===== src/rtl/io_board_pkg.sv =====
// io_board_pkg: shared IO bus layout constants for the board controller and the data memory IO decode.
package io_board_pkg;
  localparam int NUM_SW       = 10;
  localparam int NUM_KEY      = 4;
  localparam int LED_LSB      = 0;
  localparam int HEX_LSB      = 10;
  localparam int HEX_WIDTH    = 7;
  localparam int NUM_HEX      = 6;
  localparam int IO_IN_WIDTH  = 14;
  localparam int IO_OUT_WIDTH = 52;
  typedef logic [HEX_WIDTH-1:0] seg_t;
  function automatic seg_t hex_field(input logic [IO_OUT_WIDTH-1:0] bus, input int idx);
    return bus[HEX_LSB + idx*HEX_WIDTH +: HEX_WIDTH];
  endfunction
endpackage


===== src/rtl/io_debounce.sv =====
// io_debounce: two-flop synchronizer plus counting debouncer for one asynchronous pin.
module io_debounce #(
  parameter int DEBOUNCE_CYCLES = 50000,
  parameter bit RESET_VALUE = 1'b0
) (
  input  logic clock,
  input  logic reset,
  input  logic pin_i,
  output logic stable_o
);
  localparam int CW = $clog2(DEBOUNCE_CYCLES + 1);
  localparam logic [CW-1:0] LAST = CW'(DEBOUNCE_CYCLES - 1);
  logic meta_q, sync_q, stable_q, stable_d, level;
  logic [CW-1:0] cnt_q, cnt_d;
  // The idle pin level maps to 0, so active-low pins come out as 1 = pressed.
  assign level = sync_q ^ RESET_VALUE;
  always_comb begin
    stable_d = (level != stable_q && cnt_q == LAST) ? level : stable_q;
    cnt_d = (level == stable_q || cnt_q == LAST) ? '0 : cnt_q + CW'(1);
  end
  always_ff @(posedge clock) begin
    if (reset) begin
      meta_q   <= RESET_VALUE;
      sync_q   <= RESET_VALUE;
      stable_q <= 1'b0;
      cnt_q    <= '0;
    end else begin
      meta_q   <= pin_i;
      sync_q   <= meta_q;
      stable_q <= stable_d;
      cnt_q    <= cnt_d;
    end
  end
  assign stable_o = stable_q;
endmodule


===== src/rtl/io_board_controller.sv =====
// io_board_controller: debounced switch/button inputs and registered LED/seven-segment outputs.
module io_board_controller import io_board_pkg::*; #(
  parameter int DEBOUNCE_CYCLES = 50000,
  parameter bit HEX_ACTIVE_LOW = 1'b1
) (
  input  logic                    clock,
  input  logic                    reset,
  input  logic [NUM_SW-1:0]       sw_in,
  input  logic [NUM_KEY-1:0]      key_n_in,
  output logic [IO_IN_WIDTH-1:0]  io_input_bus,
  input  logic [IO_OUT_WIDTH-1:0] io_output_bus,
  output logic [NUM_SW-1:0]       ledr,
  output logic [HEX_WIDTH-1:0]    hex0,
  output logic [HEX_WIDTH-1:0]    hex1,
  output logic [HEX_WIDTH-1:0]    hex2,
  output logic [HEX_WIDTH-1:0]    hex3,
  output logic [HEX_WIDTH-1:0]    hex4,
  output logic [HEX_WIDTH-1:0]    hex5
);
  localparam seg_t HEX_XOR = {HEX_WIDTH{HEX_ACTIVE_LOW}};
  logic [NUM_SW-1:0] ledr_q, ledr_d;
  seg_t hex_q [NUM_HEX];
  seg_t hex_d [NUM_HEX];
  for (genvar i = 0; i < NUM_SW; i++) begin : g_sw
    io_debounce #(.DEBOUNCE_CYCLES(DEBOUNCE_CYCLES), .RESET_VALUE(1'b0)) u_db (
      .clock(clock), .reset(reset), .pin_i(sw_in[i]), .stable_o(io_input_bus[i])
    );
  end
  for (genvar i = 0; i < NUM_KEY; i++) begin : g_key
    io_debounce #(.DEBOUNCE_CYCLES(DEBOUNCE_CYCLES), .RESET_VALUE(1'b1)) u_db (
      .clock(clock), .reset(reset), .pin_i(key_n_in[i]), .stable_o(io_input_bus[NUM_SW+i])
    );
  end
  always_comb begin
    ledr_d = io_output_bus[LED_LSB +: NUM_SW];
    for (int n = 0; n < NUM_HEX; n++) hex_d[n] = hex_field(io_output_bus, n) ^ HEX_XOR;
  end
  always_ff @(posedge clock) begin
    if (reset) begin
      ledr_q <= '0;
      for (int n = 0; n < NUM_HEX; n++) hex_q[n] <= HEX_XOR;
    end else begin
      ledr_q <= ledr_d;
      for (int n = 0; n < NUM_HEX; n++) hex_q[n] <= hex_d[n];
    end
  end
  assign ledr = ledr_q;
  assign hex0 = hex_q[0];
  assign hex1 = hex_q[1];
  assign hex2 = hex_q[2];
  assign hex3 = hex_q[3];
  assign hex4 = hex_q[4];
  assign hex5 = hex_q[5];
endmodule


===== config.mk =====
export PLATFORM = sky130hd
export DESIGN_NAME = io_board_controller
export DESIGN_NICKNAME = d
export VERILOG_FILES = /design/src/rtl/io_board_pkg.sv /design/src/rtl/io_debounce.sv /design/src/rtl/io_board_controller.sv
export SDC_FILE = /design/constraint.sdc
export NUM_CORES = 1
export LEC_CHECK = 0
export BUFFER_PORTS_ARGS = -buffer_cell sky130_fd_sc_hd__buf_2
export CAP_MARGIN = 20
export CORE_MARGIN = 1.5
export CORE_UTILIZATION = 40
export DETAILED_ROUTE_END_ITERATION = 8
export PLACE_DENSITY = 0.64
export SYNTH_ARGS = -nofsm -noshare
export SYNTH_HDL_FRONTEND = slang
export SYNTH_SLANG_ARGS = --single-unit

===== constraint.sdc =====
create_clock -name clock -period 2 [get_ports clock]
set_clock_uncertainty 0.05 [all_clocks]
set_input_delay 0.2 -clock clock [delete_from_list [all_inputs] [get_ports clock]]
set_output_delay 0.2 -clock clock [all_outputs]
set_load 0.005 [all_outputs]

* Yosys cells after proc, flatten, opt, wreduce, memory -nomap -nowiden
Memory sizes are Yosys's and may differ from the RTL's.
Index checks and enable logic that the tools add are counted.
W data, S select, Z words.
** Operators by class
- $lt $le $gt $ge :: 0
- Add/subtract/negate cells :: 14
- Equal/unequal tests :: 42
- Shift operators :: 0
- Bitwise logic cells :: 16
- Reduce and logical (&&, ||, !) cells :: 42
- Muxes and demuxes :: 9
- Multiply operators :: 0
- Divide/modulo/power cells :: 0
** Operators with widths (count)
- $add A16 B1 Y16 const B :: 14
- $eq A16 B16 Y1 const B :: 14
- $mux W7 :: 6
- $not A7 Y7 :: 6
- $reduce_or A2 Y1 :: 14
- $eq A1 B1 Y1 :: 14
- $logic_and A1 B1 Y1 :: 14
- $logic_or A1 B1 Y1 :: 14
- $ne A1 B1 Y1 :: 14
- $or A1 B1 Y1 :: 6
- $not A1 Y1 :: 4
- $mux W1 :: 3
** Word-level totals
- ROM bits :: 0
- Register bits :: 276
- Logic and storage cells :: 181
- Memories :: 1
- Latch bits :: 0
- RAM bits :: 42
- Input port bits :: 68
** Memories
- hex_q :: depth 6, width 7, rd ports 6, clocked after Yosys merged registers in 0, wr ports 6, RTL line io_board_controller.sv:22 : seg_t hex_q [NUM_HEX];

* Depth between registers and ports, before layout
Gate-level depths: netlist (run 1).
- Depth in word-level cells :: 4
- Gate-level depth with buffers :: 7

* By module
A second synthesis (run 1) with hierarchy kept.
** Second synthesis, totals
- Cell total of the unflattened synthesis :: 1331
- Area, all modules :: 13045.0 µm²
** By module, submodules not included
- io_debounce at g_sw[0].u_db ... :: area each 847.1 µm², times used 10, cells an instance 87
- io_debounce at g_key[0].u_db ... :: area each 795.8 µm², times used 4, cells an instance 88
- io_board_controller :: area each 1391.3 µm², times used 1, cells an instance 109

* Worst setup path after synthesis (run 1)
Ideal clock, no wire load.
- Path type :: flip-flop to flip-flop
- Start :: register g_sw[7].u_db.cnt_q[0]
- End :: register g_sw[7].u_db.cnt_q[10]
- Cell stages (with the launch flop) :: 7
- Arrival :: 1.658 ns
- Setup time :: 0.117 ns
- Clock period less this slack :: 1.825 ns
- Path slack :: 0.175 ns
- Cells stage by stage :: dfxtp_1 > ha_1 > nand3_1 > or2_2 > o21ai_1 > buf_2 > nor2_1
** Between the ends
- Word-level cells in the longest chain between the ends :: 3
** RTL lines
- from (decl) :: RTL line io_debounce.sv:14 : logic [CW-1:0] cnt_q, cnt_d;
- from (signal assigned) :: RTL line io_debounce.sv:31 : cnt_q <= cnt_d;
- branches (longest 3 deep; another with $add A16 B1 Y16)
Several ways; the timed one is not identified.
A chain may end at the register's enable or synchronous reset.

* Worst setup path after layout (run 1)
- Start :: register g_sw[1].u_db.cnt_q[7]
- End :: register g_sw[1].u_db.cnt_q[7]
** Between the ends
- Word-level cells in the longest chain between the ends :: 3
** RTL lines (RTL line)
- from (decl) :: io_debounce.sv:14
- from (signal assigned) :: io_debounce.sv:31
- branches (longest 3 deep; another with $add A16 B1 Y16)
Several ways; the timed one is not identified.

==> flow_metrics.tcl, run 1 <==
set metrics [dict create \
    power_frac_seq_pct 49.1 \
    cp-endpoint "g_sw[1].u_db.cnt_q[7]" \
    final_hold_viol_count 0 \
    die_area_um2 32700 \
    yosys_warnings 0 \
    hp-class "in2reg" \
    end_kind "flop" \
    path_cells "or4b_1, or4_4, nand2_2, nor2_1" \
    insertion_delay_ns 0.52 \
    dr.pass1.iters 5 \
    min_path_cells 2 \
    start_util_pct 41.0 \
    slew_viol_final 0 \
    synth.avg_cell_area_um2 9.29 \
    async_flop_share_pct 0 \
    synth_edf_count 0 \
    worstSetupStartpointType "flop" \
    r2r-end "g_sw[1].u_db.cnt_q[7]" \
    port_buffers 133 \
    clock_sinks 318 \
    yosysUniqueCellTypes 43 \
    timing.critical_path.arrival_ns 2.23 \
    ant_nets 0 \
    drt_iter0_markers 437 \
    regToRegSetupSlack_ns 0.10 \
    drc 0 \
    cts_buffer_depth 3 \
    vias 9703 \
    yosysSeqAreaShare_pct 50.3 \
    fp.dieW_um 181 \
    wire_per_inst_um 12.2 \
    ys.flop_type "dfxtp_1" \
    layout_common_cells "318 x dfxtp_1, 256 x nor2_1, 162 x xnor2_1" \
    synthCells 1363 \
    h-tree-depth 2 \
    overflow 0 \
    grt_usage_pct 15.0 \
    synth.ff_latch_count 318 \
    ir_drop_mv 0.581 \
    power_density_nw_per_um2 841 \
    slowest_delay_ns 0.52 \
    switching_power_w 0.00280 \
    grt_max_degree 34 \
    cts_setup_buffers 0 \
    worstSetupPathType "reg2reg" \
    cts_tree "yes" \
    p_comb_share_pct 3.1 \
    rows 64 \
    grt_pass1_wl_um 42300 \
    regArea_um2 6370 \
    grt_pass1_vias 9382 \
    swShare_pct 21.3 \
    min_period_over_period_pct 94.9 \
    drive_gt1_share_pct 15.4 \
    netlist.area_leader.share_pct 50.3 \
    n_antenna_cell 0 \
    syn-cell-area_um2 12700 \
    clkSlewWorstSetupHoldPaths_ns 0.06 \
    period_minus_slack_ns 1.90 \
    multi_input_area_um2 5900 \
    via_per_inst 4.83 \
    setup_tns_ns 0 \
    nNetsFinal 1666 \
    cp.required_ns 2.33 \
    io_pins 134 \
    status "finished clean" \
    cts_root_buffer "clkbuf_16" \
    synth_area_leader_cell "dfxtp_1" \
    fin_util_pct 50.7 \
    yosys-top-cells-area "dfxtp_1 50%, xnor2_1 11%, nor2_1 7.6%" \
    cpMaxStageDelayCell "or4b_1" \
    maxCapViolCount 0 \
    final_common_cell "dfxtp_1" \
    antenna_found_initial 0 \
    min_from "reset" \
    relSlewSlack_pct 69.2 \
    dp_hpwl_um 16000 \
    clkPwrFrac_pct 47.8 \
    reg2reg_depth 4 \
    r2r_start "g_sw[1].u_db.cnt_q[7]" \
    intPower_w 0.0104 \
    max_freq_mhz 527 \
    place_congestion 0.810 \
    routed_wl_um 24500 \
    die_y_um 181 \
    core-area_um2 30900 \
    rsz0062_at_grt "no" \
    n_fill_cell 2816 \
    area_growth_pct 23.7 \
    finalSetupViolations 0 \
    p_leak_nw 5.30 \
    syn_nets 1445 \
    tightest_slew_ns 0.461 \
    worstSetupStartpoint "g_sw[1].u_db.cnt_q[7]" \
    crit_path_max_fanout 14 \
    cts_buffers 36 \
]
[through the flow]
stage | power, W | hold WS [ns] | instances | setup WS (ns) | area [um^2]
detailed placement | 0.00691 | 0.322 | 1876 | 0.0902 | 13800
global route | 0.0137 | 0.0797 | 2007 | 0.00981 | 15700
global placement | 0.00690 | 0.319 | 1876 | 0.114 | 13800
floorplan | 0.00673 | 0.223 | 1363 | 0.175 | 12700
CTS | 0.0134 | 0.0542 | 2007 | 0.0679 | 15700
finish | 0.0132 | 0.0798 | 2007 | 0.103 | 15700
[kinds of logic after synthesis]
logic type	synth area share (%)
and+or+nand+nor	29.6
DFF	50.3
xor gates and xnor gates	14.1
buffers and inverters	3.20
AOI/OAI and AO/OA	0.672
adders and majority gates	1.38
muxes	0.790
[cell type report]
class | count | share of cell area (%)
inverter | 38 | 0.911
tap | 396 | 3.16
timing repair buffer | 229 | 10.2
multi-input combinational | 961 | 37.7
sequential | 318 | 40.7
clock buffer | 47 | 6.40
clock inverter | 18 | 1.01
[sequential cells by signal, indices dropped and copies added, names as in the netlist]
register             count
g_key.u_db.meta_q        4
g_sw.u_db.cnt_q        160
g_key.u_db.sync_q        4
g_key.u_db.stable_o      4
g_key.u_db.cnt_q        64
g_sw.u_db.level         10
ledr                    10
g_sw.u_db.stable_o      10
hex_q                   42
g_sw.u_db.meta_q        10
[how the worst min path moves through the flow]
stage                                  to
detailed placement            hex_q[0][2]
finish              g_sw[5].u_db.stable_o
global placement              hex_q[4][6]
global route        g_sw[1].u_db.stable_o
CTS                               ledr[2]
floorplan                     hex_q[0][6]
[synth_stat cells (8+ instances only)]
cell      instances
clkbuf_1         21
xor2_1           42
inv_1            38
nor2_1          256
or3_1             9
a21oi_1           8
nor2b_1          30
xnor2_1         162
nand4b_1          8
nand2_1          59
or2_2            11
buf_4            21
and3_1           21
nor4b_1           8
nand4_1          55
nor3_1           46
nand3_1          69
dfxtp_1         318
mux2i_1          10
nor4_1           59
nand2b_1         42
ha_1             14
[per-layer routing]
metal / track usage (%) / share of wire (%) / vias up
met2: 25.0 / 44 / 208
met4: 4.43 / 2.2 / 0
met5: 0 / 0 / -
li1: - / - / 5042
met3: 3.81 / 5.6 / 40
met1: 19.0 / 48 / 4413
[worst max-delay path: cells and delay by family (launching register included)]
family | cells | cell delay [ns]
DFF | 1 | 0.35
and+or+nand+nor | 4 | 1.38
[repair_timing]
action | CTS | global route
gates resized for setup | 0 | 2
hold endpoints to repair | 66 | 0
setup endpoints to repair | 0 | 8
hold buffers | 66 | 0
[power by group through the flow]
stage	clock network [W]	logic (W)	registers, W
6_report	0.00630	0.000410	0.00646
4_1_cts	0.00653	0.000407	0.00646
5_1_grt	0.00677	0.000451	0.00647
3_5_place_dp	0	0.000308	0.00660
3_3_place_gp	0	0.000306	0.00660
2_1_floorplan	0	0.000130	0.00660
No activity file was read; power rests on OpenSTA's default activity.
==> run 2: changes to the inputs <==
GPL_TIMING_DRIVEN = 0   (was not set)
PLACE_DENSITY = 0.66   (was 0.64)
clock period = 1.6 ns   (was 2 ns; I/O delays follow)
==> run 2 against run 1 <==
Compared with the run above: the run now ends with negative setup slack left; hold slack improved by 0.22 ns; register-to-register slack got worse by 0.38 ns; global-route usage rose by 2.0 points; critical endpoint is now g_sw[9].u_db.cnt_q[13].
==> flow_metrics.tcl, run 2 (same netlist as run 1, synthesis figures left out) <==
set metrics [dict create \
    die_y_um 181 \
    violations "negative setup slack" \
    antenna_found_initial 0 \
    timing.critical_path.arrival_ns 2.21 \
    io_pins 134 \
    max_freq_mhz 534 \
    nNetsFinal 1749 \
    n_antenna_cell 0 \
    worstSetupStartpointType "flop" \
    n_fill_cell 2643 \
    relSlewSlack_pct 48.2 \
    die_area_um2 32700 \
    final_common_cell "dfxtp_1" \
    hp-class "in2reg" \
    finalSetupViolations 116 \
    ir_drop_mv 0.817 \
    overflow 0 \
    postLayoutSetupSlackWorst_ns -0.273 \
    port_buffers 132 \
    start_util_pct 41.0 \
    cp.required_ns 1.94 \
    core-area_um2 30900 \
    drive_gt1_share_pct 30.7 \
    clkSlewWorstSetupHoldPaths_ns 0.06 \
    r2r-end "g_sw[9].u_db.cnt_q[13]" \
    tightest_slew_ns 0.777 \
    cp-endpoint "g_sw[9].u_db.cnt_q[13]" \
    cts_buffers 35 \
    crit_path_max_fanout 5 \
    grt_max_degree 14 \
    drt_iter0_markers 647 \
    place_congestion 0.833 \
    cts_buffer_depth 3 \
    ant_nets 0 \
    slew_viol_final 0 \
    maxCapViolCount 0 \
    fin_cells 2089 \
    r2r_start "g_sw[9].u_db.cnt_q[11]" \
    vias 10300 \
    regToRegSetupSlack_ns -0.27 \
    fp.dieW_um 181 \
    top_register "g_sw.u_db.cnt_q" \
    rsz0062_at_grt "yes" \
    grt_pass1_wl_um 46500 \
    drc 0 \
    dp_hpwl_um 17700 \
    layout_common_cells "253 x dfxtp_1, 177 x nor2_1, 162 x xnor2_1" \
    insertion_delay_ns 0.51 \
    rows 64 \
    final_hold_viol_count 0 \
    wire_per_inst_um 13.7 \
    worstSetupPathType "reg2reg" \
    dp_cells 1891 \
    clock_sinks 318 \
    period_minus_slack_ns 1.87 \
    dr.pass1.iters 5 \
    reg.largest.list "g_sw.u_db.cnt_q x160, g_key.u_db.cnt_q x64, hex_q x42" \
    worstSetupStartpoint "g_sw[9].u_db.cnt_q[11]" \
    via_per_inst 4.95 \
    area_growth_pct 35.9 \
    status "finished, violations left" \
    grt_usage_pct 17.0 \
    grt_pass1_vias 9904 \
    routed_wl_um 28600 \
    min_period_over_period_pct 117 \
    end_kind "flop" \
    power_density_nw_per_um2 988 \
    h-tree-depth 2 \
    cts_tree "yes" \
    reg2reg_depth 5 \
    place_ws_ns -0.613 \
    largest_reg_flops 160 \
    cts_root_buffer "clkbuf_16" \
    p_leak_nw 5.77 \
]
## run 2: per-layer routing
layer / GRT usage [%] / part of all wire, % / wire length (um)
met5: 0 / 0 / 0
met3: 3.79 / 5.3 / 1530
met1: 20.9 / 44 / 12600
met4: 5.03 / 2.1 / 593
met2: 29.5 / 49 / 13900
## run 2: worst max-delay path: stages (launching register included)
cell	delay (ns)
dfxtp_4	0.34
or4_1	0.50
or4_4	0.58
nand2_4	0.13
buf_6	0.13
nor2_1	0.04
## run 2: how the worst min path moves through the flow
stage | startpoint | end | slack, ns | cells past startpoint
2_1_floorplan | io_output_bus[16] | hex_q[0][6] | 0.18 | 1
6_report | reset | g_sw[3].u_db.cnt_q[1] | 0.30 | 3
5_1_grt | io_output_bus[46] | hex_q[5][1] | 0.30 | 3
4_1_cts | io_output_bus[25] | hex_q[2][1] | 0.27 | 3
3_5_place_dp | io_output_bus[25] | hex_q[2][1] | 0.28 | 2
3_3_place_gp | io_output_bus[40] | hex_q[4][2] | 0.28 | 2
## run 2: layout make-up
type	count	area, um^2	area share (%)
multi-input combinational	961	6530	38.0
tap	396	495	2.88
inverter	38	143	0.829
clock buffer	50	1030	6.01
timing repair buffer	267	1980	11.5
clock inverter	13	176	1.03
sequential	318	6490	37.7
buffer	46	359	2.09
## run 2: repair_timing
action,CTS,global route
endpoints found under the setup margin,195,203
buffers inserted,37,28
pin swaps,32,30
gates resized for setup,108,167
cloned,5,2
hold buffers,66,0
endpoints found under the hold margin,66,0
## run 2: per-stage QoR
step / setup TNS [ns] / cell area [um^2] / hold WS (ns) / power, W / util, %
finish: -20.95 / 17200 / 0.297 / 0.0170 / 55.7
global route: -27.05 / 17200 / 0.297 / 0.0176 / 55.7
CTS: -19.08 / 16500 / 0.274 / 0.0172 / 53.4
detailed placement: -85.81 / 13900 / 0.282 / 0.00866 / 45.1
global placement: -82.48 / 13900 / 0.279 / 0.00866 / 45.1
floorplan: -10.41 / 12800 / 0.183 / 0.00842 / -
## run 2: report_power, final
| part | internal (W) | leakage (nW) | switching [W] |
|---|---|---|---|
| combinational | 0.000349 | 2.55 | 0.000269 |
| sequential | 0.00801 | 2.62 | 0.0000511 |
| clock | 0.00516 | 0.600 | 0.00316 |
| total | 0.0135 | 5.77 | 0.00348 |
==> run 3: changes to the inputs <==
CELL_PAD_IN_SITES_DETAIL_PLACEMENT = 0   (was not set)
CELL_PAD_IN_SITES_GLOBAL_PLACEMENT = 1   (was not set)
PLACE_DENSITY = 0.8   (was 0.66)
==> run 3 against run 2 <==
Compared with the run above: the run still ends with negative setup slack left; clock power is 5.2% higher; register-to-register slack gained 0.02 ns; sequential share of layout area fell by 0.27 points; hold slack got worse by 0.0079 ns; fmax up 1.3%; first-iteration DRC count shrank 11%; largest power group unchanged.
==> flow_metrics.tcl, run 3 (same netlist as run 1, synthesis figures left out) <==
set metrics [dict create \
    overflow 0 \
    drt_iter0_markers 578 \
    postLayoutSetupSlackWorst_ns -0.249 \
    place_congestion 0.796 \
    cts_buffer_depth 3 \
    final_hold_viol_count 0 \
    hp-class "in2reg" \
    period_minus_slack_ns 1.85 \
    io_pins 134 \
    final_common_cell "dfxtp_1" \
    n_antenna_cell 0 \
    r2r_start "g_sw[0].u_db.cnt_q[5]" \
    maxCapViolCount 0 \
    grt_pass1_wl_um 46700 \
    largest_reg_flops 160 \
    grtUsageMet1_pct 21.5 \
    cts_root_buffer "clkbuf_16" \
    min_from "io_output_bus[24]" \
    rsz0062_at_grt "yes" \
    grt_max_degree 15 \
    rows 64 \
    slew_viol_final 0 \
    clock_sinks 318 \
    die_area_um2 32700 \
    finalSetupViolations 115 \
    status "finished, violations left" \
    cts_tree "yes" \
    fin_cells 2083 \
    min_path_cells 3 \
    worstSetupStartpointType "flop" \
    intPower_w 0.0139 \
    tightest_slew_ns 0.773 \
    h-tree-depth 2 \
    grt_pass1_vias 9864 \
    dp_hpwl_um 17300 \
    critPathTopFamily "simple AND/OR/NAND/NOR gates" \
    power_frac_seq_pct 46.2 \
    clkPwrFrac_pct 50.3 \
    clkSlewWorstSetupHoldPaths_ns 0.06 \
    cpMaxStageDelayCell "or4_4" \
    end_kind "flop" \
    antenna_found_initial 0 \
    path_cells "or4bb_1, or4_4, nand2_4, buf_6, nor2_1" \
    reg2reg_depth 5 \
    ir_drop_mv 0.907 \
    area_growth_pct 36.7 \
    p_comb_share_pct 3.5 \
    reg.largest.list "g_sw.u_db.cnt_q x160, g_key.u_db.cnt_q x64, hex_q x42" \
    use_met2_pct 28.9 \
    core-area_um2 30900 \
    worstSetupPathType "reg2reg" \
    design_area_um2 17300 \
    cp.required_ns 1.94 \
    cts_buffers 36 \
    crit_path_max_fanout 5 \
    n_fill_cell 2655 \
    routed_wl_um 28400 \
    fin_util_pct 56.0 \
    grt_util_met3_pct 3.83 \
    hold_slack_ns 0.289 \
    drive_gt1_share_pct 30.4 \
    min_period_over_period_pct 116 \
    dr.pass1.iters 5 \
    relSlewSlack_pct 48.5 \
    power_density_nw_per_um2 1010 \
    p_leak_nw 5.80 \
    violations "negative setup slack" \
    regToRegSetupSlack_ns -0.25 \
    fp.dieW_um 181 \
    switching_power_w 0.00348 \
    timing.critical_path.arrival_ns 2.19 \
    die_y_um 181 \
    start_util_pct 41.0 \
    top_register "g_sw.u_db.cnt_q" \
    wire_per_inst_um 13.7 \
    max_freq_mhz 541 \
    placed_area_um2 13900 \
    port_buffers 132 \
    grt_usage_pct 16.9 \
    swShare_pct 20.0 \
    top_usage_layer "met2" \
    slowest_delay_ns 0.57 \
    cp.depth 5 \
    via_per_inst 4.87 \
    cp_num_buf_inv 1 \
    ant_nets 0 \
    worstHoldEndpoint "hex_q[2][0]" \
    drc 0 \
    r2r-end "g_sw[0].u_db.cnt_q[6]" \
    dp_cells 1891 \
    nNetsFinal 1746 \
    layout_common_cells "259 x dfxtp_1, 181 x nor2_1, 162 x xnor2_1" \
    insertion_delay_ns 0.51 \
    vias 10100 \
]
==> run 3: through the flow <==
stage | total power, W | setup WS, ns | TNS, ns
after floorplan | 0.00842 | -0.185 | -10.41
after global placement | 0.00865 | -0.799 | -128.50
after detailed placement | 0.00866 | -0.797 | -126.37
after CTS | 0.0177 | -0.240 | -19.91
after global routing | 0.0181 | -0.286 | -24.59
final | 0.0174 | -0.249 | -19.27
==> run 3: per-layer routing <==
metal / vias up / routed length, um
li1: 5192 / -
met1: 4719 / 13100
met2: 193 / 13500
met3: 35 / 1400
met4: 0 / 419
met5: - / 0
==> run 3: power by group through the flow <==
stage,Clock [W],Sequential [W],Combinational [W]
floorplan,0,0.00825,0.000173
global placement,0,0.00824,0.000407
detailed placement,0,0.00825,0.000410
CTS,0.00901,0.00806,0.000584
global route,0.00937,0.00806,0.000669
finish,0.00876,0.00805,0.000611
==> run 3: worst reg2reg max path, cell delays in order, from the launching register on <==
cell     delay [ns]
dfxtp_2        0.33
or4bb_1        0.49
or4_4          0.57
nand2_4        0.12
buf_6          0.13
nor2_1         0.04
==> run 3: layout make-up <==
| cell class | count | area [um^2] | area share, % |
|---|---|---|---|
| Multi-Input combinational cell | 961 | 6620 | 38.2 |
| Clock inverter | 12 | 246 | 1.42 |
| Sequential cell | 318 | 6480 | 37.4 |
| Tap cell | 396 | 495 | 2.86 |
| Timing Repair Buffer | 268 | 2010 | 11.6 |
| Inverter | 38 | 143 | 0.824 |
| Clock buffer | 49 | 1020 | 5.90 |
| Buffer | 41 | 308 | 1.78 |
==> run 3: how the worst max path moves through the flow <==
stage,start,endpoint
4_1_cts,g_sw[9].u_db.cnt_q[4],g_sw[9].u_db.cnt_q[14]
2_1_floorplan,g_sw[9].u_db.cnt_q[11],g_sw[9].u_db.cnt_q[13]
5_1_grt,g_sw[0].u_db.cnt_q[5],g_sw[0].u_db.cnt_q[11]
3_3_place_gp,reset,g_key[1].u_db.cnt_q[10]
6_report,g_sw[0].u_db.cnt_q[5],g_sw[0].u_db.cnt_q[6]
3_5_place_dp,reset,g_key[1].u_db.cnt_q[4]
==> run 3: what timing repair did <==
action,in CTS,in global routing
cloned,5,2
setup buffers,41,24
hold buffers,66,0
pin swaps,38,33
setup endpoints to repair,231,203
resized for setup,110,172
hold endpoints to repair,66,0
